===== config.mk =====
export PLATFORM = sky130hd
export DESIGN_NAME = piso_shift_tx
export DESIGN_NICKNAME = d
export VERILOG_FILES = /design/src/rtl/piso_shift_tx.sv
export SDC_FILE = /design/constraint.sdc
export NUM_CORES = 1
export LEC_CHECK = 0
export CELL_PAD_IN_SITES_DETAIL_PLACEMENT = 0
export CELL_PAD_IN_SITES_GLOBAL_PLACEMENT = 1
export CORE_MARGIN = 2
export CORE_UTILIZATION = 33
export DETAILED_ROUTE_END_ITERATION = 6
export PLACE_DENSITY_LB_ADDON = 0.25
export SYNTH_ARGS = -nofsm -noshare
export SYNTH_HDL_FRONTEND = slang
export SYNTH_SLANG_ARGS = --single-unit

===== constraint.sdc =====
create_clock -name clk -period 1.5 [get_ports clk]
set_input_delay 0.3 -clock clk [delete_from_list [all_inputs] [get_ports clk]]
set_output_delay 0.3 -clock clk [all_outputs]
set_load 0.01 [all_outputs]

===== src/rtl/piso_shift_tx.sv =====
// piso_shift_tx: parallel-in, serial-out transmitter. A word is accepted
// through a valid/ready handshake and shifted out one bit per clock, framed
// by sout_valid and marked on its final bit by sout_last. A new word may be
// accepted while the last bit of the previous one is on the line, so
// continuous loads produce an unbroken serial stream.
module piso_shift_tx #(
    parameter int WIDTH     = 8,
    parameter bit MSB_FIRST = 1'b1
) (
    input  logic             clk,
    input  logic             rstn,
    input  logic             load_valid,
    input  logic [WIDTH-1:0] data_in,
    output logic             load_ready,
    output logic             sout,
    output logic             sout_valid,
    output logic             sout_last,
    output logic             busy
);

    localparam int CW = $clog2(WIDTH + 1);
    localparam logic [CW-1:0] CNT_FULL = CW'(WIDTH);
    localparam logic [CW-1:0] CNT_ONE  = CW'(1);

    typedef enum logic {
        IDLE  = 1'b0,
        SHIFT = 1'b1
    } state_t;

    state_t           state;
    logic [WIDTH-1:0] sr;
    logic [CW-1:0]    cnt;
    logic [WIDTH-1:0] sr_next_shift;
    logic             on_last_bit;
    logic             out_bit;

    // cnt counts bits remaining including the one currently on the line.
    assign on_last_bit = (state == SHIFT) && (cnt == CNT_ONE);
    assign out_bit     = MSB_FIRST ? sr[WIDTH-1] : sr[0];

    // Move the register one place toward whichever end feeds sout.
    always_comb begin
        sr_next_shift = '0;
        if (MSB_FIRST) begin
            sr_next_shift = {sr[WIDTH-2:0], 1'b0};
        end else begin
            sr_next_shift = {1'b0, sr[WIDTH-1:1]};
        end
    end

    // Handshake and framing outputs derive only from registered state.
    assign load_ready = (state == IDLE) || on_last_bit;
    assign sout_valid = (state == SHIFT);
    assign busy       = (state == SHIFT);
    assign sout_last  = on_last_bit;
    assign sout       = (state == SHIFT) ? out_bit : 1'b0;

    // Control FSM with the shift register and bit counter it owns.
    always_ff @(posedge clk or negedge rstn) begin
        if (!rstn) begin
            state <= IDLE;
            sr    <= '0;
            cnt   <= '0;
        end else begin
            case (state)
                IDLE: begin
                    if (load_valid) begin
                        state <= SHIFT;
                        sr    <= data_in;
                        cnt   <= CNT_FULL;
                    end
                end
                SHIFT: begin
                    if (cnt > CNT_ONE) begin
                        sr  <= sr_next_shift;
                        cnt <= cnt - CNT_ONE;
                    end else if (load_valid) begin
                        sr  <= data_in;
                        cnt <= CNT_FULL;
                    end else begin
                        state <= IDLE;
                        sr    <= '0;
                        cnt   <= '0;
                    end
                end
                default: begin
                    state <= IDLE;
                    sr    <= '0;
                    cnt   <= '0;
                end
            endcase
        end
    end

endmodule


==> reports/results.txt, run 1 <==
run status: complete, no violations
global-route wire length before repair: 2930 um
Post-DP HPWL: 1170 um
clk slew on worst S/H paths: 0.09 ns
Worst Setup Start Kind: flop
Worst-Skew Late Latency: 0.29 ns
Slew Limit Headroom: 0.859
I/O Pins: 16
worst min path class: in2async
CORE AREA: 2190 sq um
DRT antenna net count: 0
register area share after synthesis: 0.431
Synth Area in Compound Gates: 0.289
gr usage total: 0.153
chip height: 51.8 um
CTS tree: yes
Tot Pwr: 2.18 mW
largest family of logic cells by synthesized area: compound AO/OA/AOI/OAI gates
Crit. End Element: output pin
initial antenna violation count: 0
layout cell share with drive strength beyond 1: 0.409
GR met3 Demand/Resource: 0.0345
final worst slack: 0.0414 ns
Worst Setup Path Type: reg2out
synth unique cells: 26
worst IR drop on VDD: 957 uV
Synth Area in Adders: 0.0332
mux cell area share after synthesis: 0
Slew Viols, Final: 0
M1 GR Usage: 0.198
share of the synthesized area in the top cell type: 0.431
final hold vios: 0
xor and xnor area share after synthesis: 0
Sink Count: 13
Synth Warn #: 0
Power Density: 1940 nW/um^2
RSZ-0062 raised after global routing: no
Synth area leader: dfrtp_1
nets@finish: 124
Worst-Margin Slew: 0.211 ns
Setup crit start: cnt[1]
Leak: 0.500 nW
clock root cell: clkbuf_4
I/O Buffers: 15
area added between synthesis and finish: 48.8%
final wirelength: 1820 um
Min Hold Slack: 0.311 ns
instance area after placement: 1010 sq um
f_max: 686 MHz
DR WL/cell: 13.2 um
Post-synth EDFFs: 0
pre-CTS setup slack: -0.0870 ns
pin count of the biggest net entering global routing: 14
GPL Wtd Cong: 0.742
simple-gate share of the synthesized area: 0.179
vias in the first global route: 658
syn avg cell area: 9.67 sq um
top post-synthesis cells by area: dfrtp_1 43%, o211ai_2 12%, nand2_1 8.5%, o211ai_1 7.0%, ha_1 3.3%
Setup Viol. Count Final: 0
Arr. time, crit path: 1.16 ns
clock tree buffer depth: 2
# H-tree levels: 1
CTS Buf Count: 3
async set-reset flop share out of synthesis: 1.00
M2 GR Usage: 0.237
Mapped Area: 754 sq um
drt pass-1 iters: 4
DRC violation total after the first TritonRoute iteration: 8
GRT overflow: 0
FF+latch count, synth: 13
Top Usage Layer GRT: met2
row count: 17
drt drc: 0
# diodes: 0
DR vias: 690
maxcap violations: 0
fin crit period: 1.46 ns
worst r2r src: cnt[0]
Die Area: 2680 sq um
CP required: 1.20 ns
syn_nets: 91
CTS Hold Bufs: 0
CP Max Fanout: 3
final instance area: 1120 sq um
post-route clock period utilization: 0.972
Top FF cell, synth: dfrtp_1
vias per inst: 5.00
Starting Density: 0.344
clk_skew: 0.00513 ns
Die X: 51.8 um
Post-Syn Instances: 78
[final timing paths]
path                            cells past startpoint        end  slack [ns]
worst max register to register                      6      sr[0]        0.06
worst min-delay path                                2      sr[5]        0.31
worst min register to register                      2      sr[7]        0.49
max in group asynchronous                           2       busy        1.00
min in group clk                                    2      sr[7]        0.49
worst max-delay path                                4  sout_last        0.04
[registers in the layout, summed over array words and instances, names as in the netlist]
signal  count
sr          8
cnt         4
busy        1
[logic make-up (layout without fill, tap and decap cells)]
group	count (synthesis)	count (layout)
AND/OR/NAND/NOR	29	29
adder cells (fa/ha/maj)	2	2
buffers and inverters	10	42
AO/OA/AOI/OAI	24	24
flip-flops	13	13
[what timing repair did]
| item | 4_1_cts | 5_1_grt |
|---|---|---|
| setup buffers | 2 | 2 |
| setup endpoints to repair | 14 | 11 |
| endpoints found under the hold margin | 0 | 0 |
| gates resized for setup | 20 | 8 |
| pin swaps | 1 | 7 |
| cloned | 1 | 0 |
[final cells by class]
class | instances | area, sq um
fill | 200 | 1070
multi-input combinational | 55 | 429
sequential | 13 | 327
timing repair buffer | 34 | 290
tap | 28 | 35.0
clock buffer | 4 | 26.3
inverter | 4 | 15.0
[Yosys cell counts (2+ instances only)]
master,instances
o211ai_1,7
o21ai_0,4
ha_1,2
clkbuf_1,2
nand2_1,17
buf_2,2
o211ai_2,7
or2_1,2
nor2_1,3
inv_1,4
dfrtp_1,13
[metal layers]
layer,wire (um),vias to the layer above
met4,38,0
li1,-,341
met3,67,5
met2,898,15
met5,0,-
met1,816,329
[cell usage in the layout (no fill, tap or decap), drive strengths merged, types with 3 or more instances in the layout]
cell type and n:
buf 21, clkbuf 4, clkdlybuf4s50 10, dfrtp 13, dlygate4sd2 3, inv 4
nand2 17, nor2 4, o211ai 14, o21ai 5
[stage by stage]
step                       util  instances  setup TNS (ns)
after CTS                 0.485        136               0
after floorplan               -         78               0
final                     0.512        138               0
after global placement    0.460        129          -0.107
after detailed placement  0.460        129          -0.179
after global routing      0.512        138               0
[power by group]
| group | internal, mW | total (mW) | leakage (nW) | switching, mW |
|---|---|---|---|---|
| Clock | 0.103 | 0.237 | 0.0150 | 0.134 |
| Sequential | 0.495 | 0.582 | 0.163 | 0.0863 |
| Combinational | 0.695 | 1.36 | 0.322 | 0.666 |
[critical path, stage by stage, from the launching register on]
cell and delay (ns):
dfrtp_1 0.39, inv_2 0.08, ha_4 0.14, and3_4 0.17, buf_6 0.09
Power figures use the tool's default switching activity.
==> inputs of run 2 (changes only) <==
--- a/config.mk
+++ b/config.mk
@@ -10,6 +10,7 @@
 export CORE_MARGIN = 2
 export CORE_UTILIZATION = 33
 export DETAILED_ROUTE_END_ITERATION = 6
+export GPL_TIMING_DRIVEN = 0
 export PLACE_DENSITY_LB_ADDON = 0.25
 export SYNTH_ARGS = -nofsm -noshare
 export SYNTH_HDL_FRONTEND = slang
==> run 2 against run 1 <==
The flow now finishes with violations (setup timing); global-route usage grew 0.61 points; total power is essentially flat; die area is the same; sequential share of layout area grew 0.35 points; first-iteration DRC count shrank 88%; maximum frequency shrank 3.8%; largest cell class unchanged.
==> reports/results.txt, run 2 (synthesized netlist as in run 1, its figures left out) <==
run status: finished with violations
Min Hold Slack: 0.387 ns
global-route wire length before repair: 3030 um
initial antenna violation count: 0
maxcap violations: 0
drt pass-1 iters: 4
Power Density: 1970 nW/um^2
clk slew on worst S/H paths: 0.09 ns
post-route clock period utilization: 1.01
Tot Pwr: 2.18 mW
final core utilization: 0.504
final wirelength: 1730 um
CTS tree: yes
Crit. End Element: output pin
CP peak stage delay: 0.41 ns
most frequent cells in the layout: 17 x nand2_1, 13 x dfrtp_1, 10 x buf_4, 10 x clkdlybuf4s50_1
dpl cells: 121
Largest register FFs: 8
clock root cell: clkbuf_4
gr usage total: 0.159
area added between synthesis and finish: 46.4%
Slew Limit Headroom: 0.596
Worst Setup Path Type: reg2out
DR WL/cell: 12.9 um
Setup crit start: busy
Non-Filler Instances: 134
GPL Wtd Cong: 0.758
Worst Setup Start Kind: flop
Slew Viols, Final: 0
CP delay by family, top: flip-flops
Sink Count: 13
CTS Hold Bufs: 0
Arr. time, crit path: 1.22 ns
final hold vios: 0
most common cell after layout, fill and taps aside: nand2_1
Worst-Skew Late Latency: 0.29 ns
Bufs and invs on worst path: 3
# diodes: 0
clk_skew: 0.00771 ns
slowest CP cell: dfrtp_1
CORE AREA: 2190 sq um
worst IR drop on VDD: 924 uV
I/O Buffers: 15
Worst-Margin Slew: 0.604 ns
failing checks: setup timing
Setup Viol. Count Final: 2
vias in the first global route: 654
clock tree buffer depth: 2
instance area after placement: 940 sq um
crit path cell chain: buf_6 > clkbuf_16 > and3_4 > buf_6
drt drc: 0
RSZ-0062 raised after global routing: yes
Die X: 51.8 um
pin count of the biggest net entering global routing: 14
GRT overflow: 0
fin crit period: 1.52 ns
CP Max Fanout: 5
nets@finish: 120
worst min path class: in2async
final worst slack: -0.0164 ns
DRC violation total after the first TritonRoute iteration: 1
CTS Buf Count: 3
CP most frequent cell: buf_6
Post-DP HPWL: 1080 um
layout cell share with drive strength beyond 1: 0.368
row count: 17
Die Area: 2680 sq um
# H-tree levels: 1
DR vias: 670
worst r2r src: cnt[0]
Largest Register: sr
CP required: 1.20 ns
f_max: 659 MHz
DRT antenna net count: 0
vias per inst: 5.00
Leak: 0.487 nW
chip height: 51.8 um
Starting Density: 0.344
I/O Pins: 16
final instance area: 1100 sq um
run 2: repair_timing:
item | CTS | global route
hold endpoints to repair | 0 | 0
setup endpoints to repair | 12 | 13
pin swaps | 0 | 5
setup buffers | 8 | 2
resized for setup | 23 | 12
run 2: power breakdown:
group / switching, mW / leakage [nW] / internal, mW
registers: 0.107 / 0.163 / 0.493
logic: 0.621 / 0.308 / 0.730
clock network: 0.125 / 0.0150 / 0.103
total: 0.853 / 0.487 / 1.33
run 2: path summary, 6_finish.rpt:
path,to,slack (ns),cells after the start
setup / recovery,sout_last,-0.02,4
hold / removal,sr[7],0.39,1
setup reg to reg,sr[0],0.09,5
hold reg to reg,sr[4],0.49,2
max in group asynchronous,sr[1],0.72,1
min in group clk,sr[4],0.49,2
run 2: area by class of cell:
class	instances	area, sq um
tap	28	35.0
multi-input combinational	55	415
inverter	4	15.0
timing repair buffer	25	229
sequential	13	325
fill	219	1090
buffer	5	58.8
clock buffer	4	26.3
run 2: worst reg2reg max path, delay by kind of cell, from the launching register on:
kind | cells | cell delay, ns
simple gates | 1 | 0.21
flops | 1 | 0.43
fa+ha+maj | 1 | 0.20
buf+inv | 1 | 0.07
compound gates | 2 | 0.39
run 2: per-stage QoR:
stage          setup TNS [ns]  worst slack, ns
6_report              -0.0187          -0.0164
5_1_grt                -0.119          -0.0632
4_1_cts                     0          0.00373
3_5_place_dp            -1.85           -0.500
3_3_place_gp            -1.81           -0.489
2_1_floorplan               0           0.0974
run 2: per-layer routing:
metal	part of all wire	wire length, um	up-vias	GRT usage
met5	0	0	-	0
met4	0.018	32	0	0.0921
met3	0.041	71	4	0.0374
met2	0.46	794	16	0.246
met1	0.48	833	319	0.201
li1	-	-	331	-
